`src/rtl/hs_npu_pkg.sv`:
```
// HS-NPU shared types: phase encoding and per-phase beat counts.
// Used by the load sequencer and the systolic array control.
package hs_npu_pkg;

  typedef enum logic [2:0] {
    IDLE             = 3'd0,
    LOADING_WEIGHTS  = 3'd1,
    LOADING_INPUTS   = 3'd2,
    LOADING_BIAS     = 3'd3,
    LOADING_SUMS     = 3'd4,
    READY_TO_COMPUTE = 3'd5,
    COMPUTING        = 3'd6,
    SAVING           = 3'd7
  } loading_state_t;

  // Non-streaming phases report one beat so the terminal index stays 0.
  function automatic int unsigned phase_beats(
    loading_state_t s,
    int unsigned    rows,
    int unsigned    cols,
    int unsigned    b
  );
    int unsigned n;
    n = 1;
    case (s)
      LOADING_WEIGHTS: n = rows * cols;
      LOADING_INPUTS:  n = b * rows;
      LOADING_BIAS:    n = cols;
      LOADING_SUMS:    n = b * cols;
      SAVING:          n = b * cols;
      default:         n = 1;
    endcase
    return n;
  endfunction

  function automatic logic is_loading(loading_state_t s);
    return (s == LOADING_WEIGHTS) || (s == LOADING_INPUTS) ||
           (s == LOADING_BIAS)    || (s == LOADING_SUMS);
  endfunction

endpackage

```
`src/rtl/hs_npu_beat_counter.sv`:
```
// Beat counter: clear beats load beats increment.
// last flags the terminal count of the current phase.
module hs_npu_beat_counter #(
  parameter int W = 4
) (
  input  logic         clk,
  input  logic         rst,
  input  logic         clr,
  input  logic         load,
  input  logic [W-1:0] load_val,
  input  logic         inc,
  input  logic [W-1:0] term,
  output logic [W-1:0] cnt,
  output logic         last
);

  always_ff @(posedge clk) begin
    if (rst) begin
      cnt <= '0;
    end else if (clr) begin
      cnt <= '0;
    end else if (load) begin
      cnt <= load_val;
    end else if (inc) begin
      cnt <= cnt + 1'b1;
    end
  end

  assign last = (cnt == term);

endmodule

```
`src/rtl/hs_npu_load_seq.sv`:
```
// HS-NPU load/compute/save sequencer: steers operand beats
// into array buffers, kicks compute and drains results.
module hs_npu_load_seq
  import hs_npu_pkg::*;
#(
  parameter  int ROWS      = 8,
  parameter  int COLS      = 8,
  parameter  int MAX_BATCH = 16,
  localparam int CAP       = ROWS * COLS * MAX_BATCH,
  localparam int IDX_W     = (CAP > 1) ? $clog2(CAP) : 1,
  localparam int BW        = $clog2(MAX_BATCH + 1)
) (
  input  logic             clk,
  input  logic             rst,
  input  logic             start,
  input  logic             abort,
  input  logic [BW-1:0]    cfg_batch,
  input  logic             cfg_reuse_w,
  input  logic             cfg_use_sums,
  input  logic             in_valid,
  input  logic [31:0]      in_data,
  output logic             in_ready,
  output logic             ld_wen,
  output logic [2:0]       ld_sel,
  output logic [IDX_W-1:0] ld_idx,
  output logic [31:0]      ld_data,
  output logic             cmp_start,
  input  logic             cmp_done,
  output logic             out_valid,
  input  logic             out_ready,
  output logic [IDX_W-1:0] out_idx,
  output logic [2:0]       state,
  output logic             w_loaded,
  output logic             done,
  output logic             err
);

  loading_state_t   st;
  loading_state_t   nxt;
  logic [BW-1:0]    b_q;
  logic             sums_q;
  logic [IDX_W-1:0] cnt;
  logic [IDX_W-1:0] term;
  logic             last;
  logic             in_fire;
  logic             out_fire;
  logic             bad;
  logic             start_ok;
  logic             clr;

  assign in_fire  = in_valid && in_ready;
  assign out_fire = out_valid && out_ready;
  assign bad      = (cfg_batch == '0) ||
                    (cfg_batch > BW'(MAX_BATCH));
  assign start_ok = (st == IDLE) && start && !bad && !abort;
  assign term     = IDX_W'(phase_beats(st, ROWS, COLS,
                                       32'(b_q)) - 1);
  assign clr      = (nxt != st);
  assign state    = st;

  hs_npu_beat_counter #(
    .W (IDX_W)
  ) u_cnt (
    .clk      (clk),
    .rst      (rst),
    .clr      (clr),
    .load     (1'b0),
    .load_val ('0),
    .inc      (in_fire || out_fire),
    .term     (term),
    .cnt      (cnt),
    .last     (last)
  );

  always_ff @(posedge clk) begin
    if (rst) begin
      st <= IDLE;
    end else begin
      st <= nxt;
    end
  end

  always_comb begin
    nxt = st;
    if (abort) begin
      nxt = IDLE;
    end else begin
      unique case (st)
        IDLE: begin
          if (start && !bad) begin
            nxt = (cfg_reuse_w && w_loaded) ?
                  LOADING_INPUTS : LOADING_WEIGHTS;
          end
        end
        LOADING_WEIGHTS: begin
          if (in_fire && last) nxt = LOADING_INPUTS;
        end
        LOADING_INPUTS: begin
          if (in_fire && last) nxt = LOADING_BIAS;
        end
        LOADING_BIAS: begin
          if (in_fire && last) begin
            nxt = sums_q ? LOADING_SUMS : READY_TO_COMPUTE;
          end
        end
        LOADING_SUMS: begin
          if (in_fire && last) nxt = READY_TO_COMPUTE;
        end
        READY_TO_COMPUTE: nxt = COMPUTING;
        COMPUTING: begin
          if (cmp_done) nxt = SAVING;
        end
        SAVING: begin
          if (out_fire && last) nxt = IDLE;
        end
        default: nxt = IDLE;
      endcase
    end
  end

  always_comb begin
    in_ready  = is_loading(st);
    out_valid = (st == SAVING);
    cmp_start = (st == READY_TO_COMPUTE);
    out_idx   = cnt;
  end

  always_ff @(posedge clk) begin
    if (rst) begin
      b_q    <= '0;
      sums_q <= 1'b0;
    end else if (start_ok) begin
      b_q    <= cfg_batch;
      sums_q <= cfg_use_sums;
    end
  end

  // Aborting mid-weights leaves the buffer partially overwritten.
  always_ff @(posedge clk) begin
    if (rst) begin
      w_loaded <= 1'b0;
    end else if (abort && st == LOADING_WEIGHTS) begin
      w_loaded <= 1'b0;
    end else if (st == LOADING_WEIGHTS && in_fire && last) begin
      w_loaded <= 1'b1;
    end
  end

  always_ff @(posedge clk) begin
    if (rst) begin
      ld_wen  <= 1'b0;
      ld_sel  <= 3'd0;
      ld_idx  <= '0;
      ld_data <= '0;
    end else begin
      ld_wen <= in_fire;
      if (in_fire) begin
        ld_sel  <= st;
        ld_idx  <= cnt;
        ld_data <= in_data;
      end
    end
  end

  always_ff @(posedge clk) begin
    if (rst) begin
      err  <= 1'b0;
      done <= 1'b0;
    end else begin
      err  <= (st == IDLE) && start && bad && !abort;
      done <= (st == SAVING) && out_fire && last && !abort;
    end
  end

endmodule

```
`config.mk`:
```
export PLATFORM = sky130hd
export DESIGN_NAME = hs_npu_load_seq
export DESIGN_NICKNAME = d
export VERILOG_FILES = /design/src/rtl/hs_npu_pkg.sv /design/src/rtl/hs_npu_beat_counter.sv /design/src/rtl/hs_npu_load_seq.sv
export SDC_FILE = /design/constraint.sdc
export NUM_CORES = 1
export LEC_CHECK = 0
export ABC_AREA = 0
export CAP_MARGIN = 20
export CORE_MARGIN = 8
export CORE_UTILIZATION = 41
export DETAILED_ROUTE_END_ITERATION = 16
export PLACE_DENSITY = 0.76
export SETUP_SLACK_MARGIN = 0.02
export SKIP_CTS_REPAIR_TIMING = 1
export SLEW_MARGIN = 20
export SYNTH_ARGS = -nofsm -noshare
export SYNTH_HDL_FRONTEND = slang
export SYNTH_HIERARCHICAL = 1
export SYNTH_SLANG_ARGS = --single-unit
```
`constraint.sdc`:
```
create_clock -name clk -period 3.98 [get_ports clk]
set_input_delay 0.796 -clock clk [delete_from_list [all_inputs] [get_ports clk]]
set_output_delay 0.796 -clock clk [all_outputs]
set_load 0.005 [all_outputs]
```
==> qor.yml <==
clock-root-buffer: "clkbuf_8"
antenna_found_initial: 0
rsz0062_at_grt: "false"
dr.first_iter.drc_count: 185
ff2ff_setup_slack_ps: 280
worstMarginPinSlew_ps: 574
htree_levels: 3
layout-area-overhead-vs-synth_pct: 46.9
grt_max_degree: 45
report.power.total_mw: 1.55
antenna_cells: 0
synthFlopType: "dfxtp_1"
portBuffers: 110
hp-class: "reg2reg"
synth_seq_area_share_pct: 42.3
drive_gt1_share_pct: 9.30
cts_buffers: 9
hold_viol: 0
worstSetupEndpointType: "register"
r2r_cells: 16
timing.final.crit_share_pct: 92.9
fp.dieH_um: 105
avgSynthCellArea_um2: 8.04
crit_fanout: 8
ios: 111
cts.clk_slew.worst_paths_ps: 80
synth-edff-count: 0
synth-compound-area-share_pct: 17.2
post_drt_wl_per_cell_um: 15.4
ant_nets: 0
synth-xor-area-share_pct: 5.72
p_sw_uw: 385
async_flop_share_pct: 0
slew_violations: 0
viasPerCell: 5.05
p_leak_nw: 1.68
clk_path_buf_depth: 2
p_int_mw: 1.17
drv_cap: 0
powerDensity_nw_per_um2: 328
outcome: "complete, no violations"
vias: 3174
seq_power_share_pct: 46.3
max_clock_freq_mhz: 271
synthSimpleGateAreaFrac_pct: 25.9
p_sw_share_pct: 24.8
worstPathRequired_ps: 4220
cp-start-kind: "register"
ir_worst_vdd_uv: 177
critPathKind: "reg2reg"
core_um2: 7650
syn_inst: 400
fp-row-count: 32
timing.rr.start: "state[0]"
fin_tns_setup_ps: 0
min_path_cells: 2
overflow: 0
pwr-share-comb_pct: 13.5
synth_top_area_cell: "dfxtp_1"
worst_r2r_endpoint: "u_cnt/cnt[9]"
setup_viol: 0
drc: 0
synthAdderAreaFrac_pct: 0.700
synth_area_um2: 3220
tritoncts: "built"
synth-warning-count: 6
dieArea_um2: 10900
startpoint: "state[0]"
grt_pass1_vias: 3106
min_to: "ld_data[6]"
start_util_pct: 42.0
wirelength_um: 9680
slew_headroom_pct: 61.7
die_w_um: 105
arrival_ps: 3940
firstDrtPassIters: 5
cts.sinks: 68
synth_top_area_share_pct: 42.3
clkPwrFrac_pct: 40.1
gp_congestion: 0.834
post-route-min-period_ps: 3700
hp-start: "ld_data[6]"
gr-usage-all-layers_pct: 17.4
ys_ff_latch: 68
hpwl_um: 7110
synth.distinct_cells: 54
fin_nets: 569
clk_latency_ps: 330
ys_top_cells_by_area: "dfxtp_1, nand2_1, a21oi_1"
finClkSkew_ps: 7.29
grt_pass1_wl_um: 15800
synth_top_family_by_area: "simple AND/OR/NAND/NOR gates"
synthMuxAreaShare_pct: 3.23
## cell usage after synthesis, types with 7 or more instances
cell type / number
nand4_1: 7
xnor2_1: 12
clkbuf_1: 14
a21oi_1: 53
buf_2: 10
nand2_1: 101
nor3_1: 7
mux2i_1: 7
xor2_1: 9
nor2_1: 21
dfxtp_1: 68
o21ai_0: 9
## how the worst max path moves through the flow
stage	slack [ps]	cells past startpoint	endpoint
3_5_place_dp	130	16	u_cnt/cnt[9]
6_report	280	16	u_cnt/cnt[9]
4_1_cts	100	16	u_cnt/cnt[9]
3_3_place_gp	340	15	u_cnt/cnt[9]
2_1_floorplan	30	15	u_cnt/cnt[9]
5_1_grt	40	17	u_cnt/cnt[9]
## per-layer routing
metal	share of wire [%]	GRT usage, %
met1	44	21.1
met2	48	29.2
met3	5.7	4.12
met4	1.8	6.51
met5	0	0
## cells by family (layout without fill, tap and decap cells)
kind of cell | Yosys count | in the layout
flip-flops | 68 | 68
buffers and inverters | 33 | 146
AND/OR/NAND/NOR | 175 | 175
multiplexers | 10 | 10
adder cells (fa/ha/maj) | 2 | 2
XOR/XNOR | 21 | 21
other | 1 | 15
AO/OA/AOI/OAI | 90 | 90
## stage by stage
stage               cell area [µm²]  cells  worst slack (ps)  utilization, %  hold slack [ps]
finish                         4720    629               283            61.8              453
global route                   4720    629              39.7            61.8              479
CTS                            4690    628               100            61.4              457
detailed placement             4470    612               134            58.5              446
global placement               4470    612               343            58.5              441
floorplan                      3270    414              31.3               -              453
## state kept, by name (all words and copies together) (netlist names)
signal     cells
sums_q         1
state          3
w_loaded       1
ld_sel         3
b_q            5
ld_data       32
ld_wen         1
u_cnt/cnt     10
done           1
ld_idx        10
err            1
## power by group through the flow
| stage | registers, mW | clock network (mW) | logic, mW |
|---|---|---|---|
| finish | 0.719 | 0.622 | 0.210 |
| global route | 0.721 | 0.674 | 0.230 |
| CTS | 0.718 | 0.645 | 0.208 |
| detailed placement | 0.734 | 0 | 0.207 |
| global placement | 0.732 | 0 | 0.203 |
| floorplan | 0.729 | 0 | 0.103 |
## layout make-up
cell class,instances,area [µm²]
Fill cell,657,2920
Multi-Input combinational cell,313,1780
Sequential cell,68,1360
Timing Repair Buffer,126,1220
Tap cell,102,128
Clock buffer,9,124
Clock inverter,7,98.8
Inverter,4,15.0
## cell usage in the layout (no fill, tap or decap), types with 4 or more instances in the layout
master and instances:
clkbuf_8 9, nand2_1 101, nor2_1 21, conb_1 15, o21ai_0 9, nor3b_1 5
nor3_1 5, clkdlybuf4s50_1 109, dfxtp_1 68, buf_4 16, xnor2_1 12, nand2b_1 5
nand3_1 4, mux2i_1 7, a21oi_1 53, xor2_1 9, o211ai_1 5, nand4_1 7
## critical path, stage by stage (launching register included)
cell and delay, ps:
dfxtp_1 330, xor2_1 180, mux2_2 330, o21ai_0 260, xnor2_1 170, nand4_1 150, nor4_2 160, buf_4 190
nand2_2 90, a2111oi_4 350, a22o_1 210, xnor2_1 70, a311o_1 380, nor4b_4 270, buf_4 190, o311ai_0 160
o221ai_1 110
No activity file was read; power rests on OpenSTA's default activity.
